### config.mk
export PLATFORM = sky130hd
export DESIGN_NAME = seg_display
export DESIGN_NICKNAME = d
export VERILOG_FILES = /design/src/rtl/seg_display.sv
export SDC_FILE = /design/constraint.sdc
export NUM_CORES = 1
export LEC_CHECK = 0
export ABC_AREA = 1
export ABC_CLOCK_PERIOD_IN_PS = 1700
export CORE_AREA = 2 2 97 99
export CTS_BUF_LIST = sky130_fd_sc_hd__clkbuf_16
export CTS_CLUSTER_SIZE = 14
export DETAILED_ROUTE_END_ITERATION = 10
export DIE_AREA = 0 0 99 101
export PLACE_DENSITY_LB_ADDON = 0.12
export SYNTH_ARGS = -nofsm -noshare
export SYNTH_HDL_FRONTEND = slang
export SYNTH_SLANG_ARGS = --single-unit
### constraint.sdc
create_clock -name clk -period 1.7 [get_ports clk]
set_input_delay 0.34 -clock clk [delete_from_list [all_inputs] [get_ports clk]]
set_output_delay 0.34 -clock clk [all_outputs]
set_load 0.05 [all_outputs]
### src/rtl/seg_display.sv
// rtl/seg_display.sv - 4-digit hex scanner with frame snapshot and single-step key conditioning.
// Optional macro SEG_DISPLAY_DEBOUNCE_EN enables the DEB_CYCLES key debounce filter.
module seg_display #(
  parameter int SCAN_DIV   = 100000,
  parameter int DEB_CYCLES = 1000000
) (
  input  logic        clk,
  input  logic        RST,
  input  logic [1:0]  sel,
  input  logic [31:0] pc,
  input  logic [31:0] newpc,
  input  logic [4:0]  rs,
  input  logic [31:0] ReadData1,
  input  logic [4:0]  rt,
  input  logic [31:0] ReadData2,
  input  logic [31:0] ALUResult,
  input  logic [31:0] RegWriteData,
  input  logic        step_key,
  output logic        step_pulse,
  output logic [3:0]  pos_ctrl,
  output logic [7:0]  num_ctrl
);

  localparam int SW = (SCAN_DIV > 2) ? $clog2(SCAN_DIV) : 1;
  localparam logic [SW-1:0] SCAN_LAST = SW'(SCAN_DIV - 1);

  logic [SW-1:0] scan_cnt;
  logic [1:0]    idx;
  logic [15:0]   snapshot;
  logic [15:0]   frame;
  logic [3:0]    nibble;
  logic [6:0]    seg;
  logic          scan_tc;

  logic unused_bits;
  assign unused_bits = ^{pc[31:8], newpc[31:8], ReadData1[31:8], ReadData2[31:8],
                         ALUResult[31:8], RegWriteData[31:8]};

  always_comb begin
    frame = 16'h0000;
    case (sel)
      2'b00:   frame = {pc[7:0], newpc[7:0]};
      2'b01:   frame = {3'b000, rs, ReadData1[7:0]};
      2'b10:   frame = {3'b000, rt, ReadData2[7:0]};
      default: frame = {ALUResult[7:0], RegWriteData[7:0]};
    endcase
  end

  assign scan_tc = (scan_cnt == SCAN_LAST);

  // Snapshot only on the 3 -> 0 wrap so a lit frame never mixes two sources.
  always_ff @(posedge clk or negedge RST) begin
    if (!RST) begin
      scan_cnt <= '0;
      idx      <= 2'd0;
      snapshot <= 16'h0000;
    end else if (scan_tc) begin
      scan_cnt <= '0;
      idx      <= idx + 2'd1;
      if (idx == 2'd3)
        snapshot <= frame;
    end else begin
      scan_cnt <= scan_cnt + SW'(1);
    end
  end

  assign nibble = snapshot[4*idx +: 4];

  always_comb begin
    seg = 7'h7F;
    case (nibble)
      4'h0: seg = 7'h40;
      4'h1: seg = 7'h79;
      4'h2: seg = 7'h24;
      4'h3: seg = 7'h30;
      4'h4: seg = 7'h19;
      4'h5: seg = 7'h12;
      4'h6: seg = 7'h02;
      4'h7: seg = 7'h78;
      4'h8: seg = 7'h00;
      4'h9: seg = 7'h10;
      4'hA: seg = 7'h08;
      4'hB: seg = 7'h03;
      4'hC: seg = 7'h46;
      4'hD: seg = 7'h21;
      4'hE: seg = 7'h06;
      default: seg = 7'h0E;
    endcase
  end

  always_ff @(posedge clk or negedge RST) begin
    if (!RST) begin
      pos_ctrl <= 4'b1111;
      num_ctrl <= 8'hFF;
    end else begin
      pos_ctrl <= ~(4'b0001 << idx);
      num_ctrl <= {1'b1, seg};
    end
  end

  logic sync1, sync2, filt, accept;

`ifdef SEG_DISPLAY_DEBOUNCE_EN
  localparam int DW = (DEB_CYCLES > 2) ? $clog2(DEB_CYCLES) : 1;
  localparam logic [DW-1:0] DEB_LAST = DW'(DEB_CYCLES - 1);
  logic [DW-1:0] deb_cnt;

  assign accept = (sync2 != filt) && (deb_cnt == DEB_LAST);

  // Any sample that agrees with the filtered level restarts the stability count.
  always_ff @(posedge clk or negedge RST) begin
    if (!RST)
      deb_cnt <= '0;
    else if (sync2 == filt || accept)
      deb_cnt <= '0;
    else
      deb_cnt <= deb_cnt + DW'(1);
  end
`else
  assign accept = (sync2 != filt);
`endif

  always_ff @(posedge clk or negedge RST) begin
    if (!RST) begin
      sync1      <= 1'b0;
      sync2      <= 1'b0;
      filt       <= 1'b0;
      step_pulse <= 1'b0;
    end else begin
      sync1      <= step_key;
      sync2      <= sync1;
      if (accept)
        filt <= sync2;
      step_pulse <= accept & sync2;
    end
  end

endmodule
Yosys cells after proc, flatten, opt, wreduce, memory -nomap -nowiden
Memories as Yosys holds them, arrays and structs flattened. A register that Yosys moved wholly into a read port is not among the register bits.
Cells that the tools add are included.

operators by class
  bitwise gates (word level) = 2
  shift-type cells = 2
  equal/unequal tests = 5
  reduce and logical (&&, ||, !) cells = 3
  $add $sub $neg = 2
  mux-type cells = 2

operators by type and width
  cell                                                                    count
  16-bit one-hot mux with 3 select lines                                  1
  17-bit by 1-bit adder with 17-bit output (second input constant)        1
  17-bit equality test (second input constant)                            1
  17-bit 2-to-1 mux                                                       1
  16-bit by 5-bit variable part select with 4-bit output                  1
  2-bit equality test (second input constant)                             2
  4-bit NOT                                                               1
  1-bit by 2-bit left shift with 4-bit output (first input constant)      1
  2-bit by 1-bit adder with 2-bit output (second input constant)          1
  2-bit by 1-bit equality test with 1-bit output (second input constant)  1
  2-bit logical NOT                                                       1
  2-bit AND reduction                                                     1
  1-bit bitwise AND                                                       1
  1-bit logical NOT                                                       1
  1-bit != test                                                           1

word-level totals
  word-level logic and storage cells = 25
  memory bits (read-only) = 112
  memories kept = 1
  output and inout bits = 13
  register bits after elaboration = 43

memories
  name              depth  width  read ports  clocked after memory_dff  wr ports  line  text
  (name not given)  16     7      1           1                         0         71    case (nibble)

Logic depth before layout (Yosys ltp)
  word-level depth = 2
  mapped depth = 11
  gate-level depth less buffers = 10

Worst setup path before layout
OpenSTA, ideal clock, no wires.

  path kind = flip-flop to flip-flop
  start point = register idx[0]
  end point = register num_ctrl[5]
  stages on the path, launching flop included = 12
  arrival = 1.413 ns
  slack = 0.215 ns
  data required time = 1.628 ns
  setup time = 0.072 ns
  path buffers = 1
  path through = dfrtp_1 -> buf_4 -> inv_4 -> nand2_1 -> nand3_1 -> nand2_1 -> inv_1 -> ha_1 -> nand3_1 -> nand2_1 -> nand2_1 -> o21ai_1

on the way
  word-level cells in the longest chain between the ends = 1

ends and longest elaborated chain
  item                                                    line  text
  from (decl)                                             28    logic [1:0] idx;
  from (signal assigned)                                  59    idx <= idx + 2'd1;
  16-bit by 5-bit variable part select with 4-bit output  67    assign nibble = snapshot[4*idx +: 4];
  to (decl)                                               21    output logic [7:0] num_ctrl

No other way between the ends.
A chain may end at the register's enable or synchronous reset.

Worst setup path in the final report
  start point = register idx[0]
  end point = register num_ctrl[3]

The elaborated chain is that of the path after synthesis.

==> impl_metrics.csv <==
group,metric,value,unit
setup_path,critPathBufInv,2,
setup_path,critPathMaxFanout,10,
timing,fin_crit,1.54,ns
power_and_ir_drop,switching_share,21.9,%
routing,drt_wl_total,6910,um
die,core_area,0.00898,mm^2
synthesis,yosysSeqAreaShare,41.7,%
place,port-buffer-count,74,
setup_path,cp_cell_sequence,"inv_4, nand2_1, nand3_1, nand2_1, buf_4, ha_1, nand3_1, nand3_1, nand2_1",
cells_and_area,diodes,0,
clocking,clockBufferDepth,2,
synthesis,ys_ff_latch,50,
synthesis,syn-instance-count,411,
place,pre_cts_slack,-0.0689,ns
power_and_ir_drop,internal_power,2.08,mW
place,dp_hpwl,5430,um
timing,grt_setup_unrepaired,"no",
synthesis,synth_xor_area_share,2.02,%
synthesis,synth_top_family_by_area,"simple AND/OR/NAND/NOR gates",
setup_path,crit_path_end_kind,"flip-flop",
cells_and_area,syn2layout_area_growth,41.1,%
synthesis,synthMuxAreaShare,0,%
global_routing,top_usage_layer,"met2",
power_and_ir_drop,p_comb_share,12.4,%
clocking,cts.sinks,50,
timing,setup_viol_count_final,0,
timing,setup_slack,0.158,ns
synthesis,synth-compound-area-share,1.57,%
synthesis,yosys.area.top_type,"dfrtp_1",
synthesis,synth_fa_ha_area_share,4.95,%
routing,dr.pass1.iters,4,
job,maxCapViolations,0,
global_routing,first_global_vias,2766,
power_and_ir_drop,leakagePower,2.07,nW
power_and_ir_drop,switchingPower,0.583,mW
timing,fmaxAchievable,648,MHz
synthesis,synth_commonest_cells,"158 x nand2_1, 54 x nand3_1, 39 x dfrtp_1, 32 x nor2_1, 29 x inv_1",
cells_and_area,final_area,0.00428,mm^2
global_routing,antenna_found_initial,0,
power_and_ir_drop,p_seq_share,45.6,%
synthesis,synth_area_leaders,"dfrtp_1 32%, nand2_1 20%, dfstp_2 9.5%",
setup_path,cp_slowest_cell,"dfrtp_2",
timing,fin_crit_sh,90.7,%
die,start_util,33.8,%
synthesis,synth_ff_type,"dfrtp_1",
setup_path,worstPathArrival,1.78,ns
power_and_ir_drop,vdd_drop_max,0.397,mV
timing,finalHoldViolations,0,
cells_and_area,nNetsFinal,719,
clocking,tritoncts,"done",
routing,postRouteAntennaNets,0,
global_routing,grtUsageTotal,14.6,%
synthesis,syn_area,0.00303,mm^2
global_routing,grt_pass1_wl,11900,um
global_routing,grt_remaining_overflow,0,
routing,drt_iter0_markers,92,
die,dieArea,0.0100,mm^2
clocking,cts-root-buf,"clkbuf_16",
clocking,cts_buffers,5,
die,rows,35,
synthesis,ys_types,27,
place,dpl_cell_area,0.00410,mm^2
global_routing,use_met1,18.3,%
outcome,status,"finished clean",
routing,route.detailed.drc,0,
routing,wl_per_cell,11.3,um
clocking,post_cts_buffers,0,
global_routing,use_met2,23.9,%
setup_path,path_delay_family,"flip-flops",
timing,tns,0,ns
synthesis,synth_edf_count,0,
die,num_io_pins,220,
timing,skew,0.00560,ns
synthesis,syn-num-nets,630,
timing,drv_slew,0,
place,routabilityCongestion,0.836,
setup_path,worstPathRequired,1.93,ns
clocking,clkTransAtPathRegs,0.07,ns
synthesis,async_reset_ff_share,100,%
clocking,htree_levels,2,
clocking,clock_latency,0.29,ns
power_and_ir_drop,power.share.clock,42.0,%
synthesis,avgSynthCellArea,7.38,um^2
setup_path,critPathLaunchType,"flip-flop",
cells_and_area,post-route-util,47.6,%
routing,vias,2785,
synthesis,synth_top_area_share,32.2,%
global_routing,met3_usage,3.68,%
power_and_ir_drop,power_density,624,mW/mm^2
die,fp.dieW,99,um
die,dieHeight,101,um
synthesis,synth-simple-area-share,41.6,%
synthesis,yosys_warnings,0,
global_routing,grt_max_degree,35,
setup_path,max_stage_delay,0.49,ns
routing,viasPerCell,4.55,
min_path,min_path_type,"flip-flop to flip-flop",
setup_path,path_class,"flip-flop to flip-flop",
synthesis,yosysMostFrequentCell,"nand2_1",
cells_and_area,layout-drive-gt1-share,15.8,%
==> final cells by class <==
type | count | area [um^2]
fillers | 886 | 4700
clock buffers | 5 | 125
inverters | 42 | 160
multi-input cells | 307 | 1520
repair buffers | 94 | 1020
well taps | 111 | 139
flip-flops and latches | 50 | 1270
clock inverters | 3 | 41.3
==> path summary, 6_finish.rpt <==
check,depth (start not counted),slack [ns],start,to
worst max-delay path,9,0.16,idx[0],num_ctrl[3]
worst min-delay path,0,0.35,sync1,sync2
worst max register to register,9,0.16,idx[0],num_ctrl[3]
worst min register to register,0,0.35,sync1,sync2
max in group asynchronous,3,0.62,RST,pos_ctrl[3]
min in group asynchronous,2,0.50,RST,step_pulse
==> cell usage in the layout, fill, tap and decap left out, types with 2 or more instances in the layout <==
cell type	count
nor2_2	2
buf_12	13
dfstp_2	11
nand3_1	54
inv_1	30
o21ai_1	3
ha_1	12
nor2_1	32
buf_4	18
inv_2	12
nand2_1	158
nand2_2	4
a21oi_1	3
nand3_2	3
o21ai_0	2
xor2_1	7
nand4_1	16
clkdlybuf4s50_1	61
clkbuf_16	5
dfrtp_1	38
nor3_1	3
nor2_8	2
nor2_4	2
==> what timing repair did <==
action | in CTS | in global routing
hold endpoints to repair | 6 | 0
hold buffers | 1 | 0
endpoints found under the setup margin | 0 | 6
resized for setup | 0 | 1
==> stage by stage <==
step	cells	total power [mW]	hold WS, ns
after detailed placement	603	1.57	0.284
final	612	2.67	0.354
after global placement	603	1.57	0.284
after floorplan	411	1.36	0.0444
after CTS	612	2.71	0.356
after global routing	612	2.78	0.353
==> kinds of logic after synthesis <==
| kind of cell | after synthesis |
|---|---|
| buffers and inverters | 54 |
| adder cells (fa/ha/maj) | 12 |
| other | 1 |
| AND/OR/NAND/NOR | 278 |
| AO/OA/AOI/OAI | 9 |
| flip-flops | 50 |
| XOR/XNOR | 7 |
==> state kept, by name, summed over array words and instances, names as in the netlist <==
signal	cells
sync1	1
snapshot	16
scan_cnt	17
idx	2
step_pulse	1
pos_ctrl	4
num_ctrl	7
sync2	1
filt	1
==> per-layer routing <==
metal	wire [um]	vias up
met2	3010	88
met5	0	-
met4	172	0
li1	-	1475
met3	478	13
met1	3250	1209
==> power by group through the flow <==
stage                     Combinational [mW]  Clock, mW  Sequential, mW
after CTS                              0.336       1.15            1.22
after detailed placement               0.334          0            1.24
final                                  0.330       1.12            1.22
after global routing                   0.369       1.19            1.22
after floorplan                        0.100          0            1.26
after global placement                 0.332          0            1.24
No activity file was read; power rests on OpenSTA's default activity.
==> RTL change, RTL diff (same settings) <==
Set the parameter `SCAN_DIV` to 25000 (it was 100000).
--- a/src/rtl/seg_display.sv
+++ b/src/rtl/seg_display.sv
@@ -3,3 +3,3 @@
 module seg_display #(
-  parameter int SCAN_DIV   = 100000,
+  parameter int SCAN_DIV   = 25000,
   parameter int DEB_CYCLES = 1000000
Behaviour: no difference found for any inputs over 10 cycles, from zero or initial values and one cycle with RST low; that may be too few to reach the edited logic, so the function may still have changed.
==> RTL change against the original RTL <==
Die area stayed put. Sequential cell count down 2. Clock skew rose by 0.0030 ns. Routed wire length rose by 3.3%. Non-clock buffer count increased by 6. Cell area down 3.0%. Worst setup slack worse by 0.025 ns. Synthesized area is 4.9% lower. Critical path depth fell by 1. Synthesized cell count fell by 4.1%. Sequential power decreased by 4%. Sequential share of layout area decreased by 0.30 points. Power fell by 7.8%. Critical path type unchanged.
==> RTL change: results (changes against the original RTL) <==
| Metric | Value |
|---|---|
| Reg2Reg Depth | 8 (-1) |
| Drt first pass iters | 4 (unchanged) |
| H-tree Lvls | 2 (unchanged) |
| Ys Warns | 0 (unchanged) |
| Number of antenna diodes | 0 (unchanged) |
| Netlist cell types | 24 (-11%) |
| Clk pin slew, worst setup/hold paths | 0.07 ns (about the same) |
| Root Driver | clkbuf_16 |
| Static leakage | 1.98 nW (-4.4%) |
| Largest net degree at the start of global routing | 35 (unchanged) |
| Synth Instances | 394 (-4.1%) |
| Ys async rst share | 100% (unchanged) |
| Worst Hold Endpoint | sync2 |
| Routability cong. | 0.868 (+3.8%) |
| Routed via count | 2800 (+0.54%) |
| GRT met3 Usage | 4.37% (+0.69 points) |
| Status | completed |
| Synth top cells by count | nand2_1 (138), nand3_1 (68), dfrtp_1 (37), nor2_1 (33), inv_1 (30) |
| Hold_sp | sync1 |
| Maximum vdd drop | 0.365 mV (-8.0%) |
| Area contributors post-synth | dfrtp_1 (32%), nand2_1 (18%), nand3_1 (12%) |
| Layout Cells excl Fill | 599 (-2.1%) |
| R2R Setup Slk | 0.13 ns (-0.02 ns) |
| Initial antenna violation count | 0 (unchanged) |
| Crit path DAT | 1.78 ns (about the same) |
| HP Class | flop to flop |
| Nets | 706 (-1.8%) |
| Final clock skew | 0.00864 ns (+0.00303 ns) |
| Post-route setup TNS | 0 ns (unchanged) |
| Clk_lat worst skew | 0.29 ns (about the same) |
| Inserted Clock Buffers | 5 (unchanged) |
| Synthesized Nets | 613 (-2.7%) |
| Worst hold slack | 0.355 ns (+0.00164 ns) |
| Crit Reg-Reg Endpoint | idx[0] |
| Max Root-Sink Buffers | 2 (unchanged) |
| Biggest regs | snapshot: 16 flops, scan_cnt: 15 flops, num_ctrl: 7 flops |
| Placed cells | 587 (-2.7%) |
| Post-DP HPWL | 5.69 mm (+4.7%) |
| Setup crit start | scan_cnt[0] |
| First-pass GRT wire length | 12.6 mm (+5.5%) |
| Crit-path max FO | 4 (-6) |
| Sequential area share after synthesis | 42.1% (+0.42 points) |
| Main synth FF type | dfrtp_1 |
| Initial DRC Count | 81 (-12%) |
| Port-buffer cells | 74 (unchanged) |
| Layout cells sized above 1 | 14.1% (-1.6 points) |
| DRC | 0 (unchanged) |
| WL/cell | 11.9 um (+5.5%) |
| Grt met2 use | 24.4% (+0.47 points) |
| M1 GR Usage | 20.4% (+2.0 points) |
| FILL cells | 902 (+1.8%) |
| GRT Overall Usage | 15.4% (+0.80 points) |
| Min-Delay Path Depth | 0 (unchanged) |
-- RTL change: cell types whose count changed after synthesis, moves of 2 or more --
| cell | before | now |
|---|---|---|
| a31oi_1 | 0 | 2 |
| nand3_1 | 54 | 68 |
| dfrtp_1 | 39 | 37 |
| inv_2 | 12 | 2 |
| clkbuf_1 | 0 | 3 |
| nor2_8 | 2 | 0 |
| buf_4 | 4 | 2 |
| nand4_1 | 16 | 20 |
| o21ai_0 | 2 | 0 |
| nand2_1 | 158 | 138 |
-- RTL change: layout make-up --
class / count / share of cell area [%]
tap: 111 / 3.35
clock inverter: 3 / 0.271
multi-input combinational: 300 / 35.6
sequential: 48 / 29.3
clock buffer: 5 / 3.01
timing repair buffer: 100 / 25.5
inverter: 32 / 2.95
-- RTL change: cells by family after synthesis --
family / Yosys count / synth area share, %
AND/OR/NAND/NOR: 273 / 41.8
flip-flops: 48 / 42.1
buffers and inverters: 46 / 7.25
adder cells (fa/ha/maj): 12 / 5.21
AO/OA/AOI/OAI: 7 / 1.30
XOR/XNOR: 7 / 2.13
other: 1 / 0.130
-- RTL change: worst max-delay path, stage by stage (launching register included) --
cell and delay [ns]:
dfrtp_1 0.41, ha_4 0.17, nand2_1 0.07, nor2_1 0.15, nand2_1 0.11, nor2_4 0.19
buf_4 0.15, buf_4 0.10, xor2_1 0.13
-- RTL change: worst max path at each step --
stage / to / slack (ns) / depth (start not counted)
floorplan: num_ctrl[5] / 0.22 / 11
global placement: snapshot[14] / 0.08 / 7
detailed placement: snapshot[10] / 0.04 / 7
CTS: snapshot[9] / 0.04 / 8
global route: num_ctrl[5] / 0.01 / 10
finish: idx[0] / 0.13 / 8
-- RTL change: power breakdown --
group | total (mW) | internal (mW) | switching [mW]
combinational | 0.349 | 0.193 | 0.156
clock | 0.940 | 0.530 | 0.410
sequential | 1.17 | 1.16 | 0.00457
-- RTL change: routing by layer --
metal  share of wire, %  vias to the layer above
met5                  0                        -
met4                1.5                        0
met3                7.7                        7
met2                 43                       83
met1                 47                     1247
li1                   -                     1463
-- RTL change: through the flow --
step	worst slack [ns]	cell area, um^2
floorplan	0.222	2880
global route	0.00997	4150
detailed placement	0.0357	3950
global placement	0.0786	3950
CTS	0.0426	4100
finish	0.133	4150
-- RTL change: repair_timing --
| action | CTS | global route |
|---|---|---|
| hold endpoints to repair | 4 | 0 |
| endpoints found under the setup margin | 0 | 17 |
| buffers inserted | 0 | 3 |
| resized for setup | 0 | 7 |
| hold buffers | 1 | 0 |
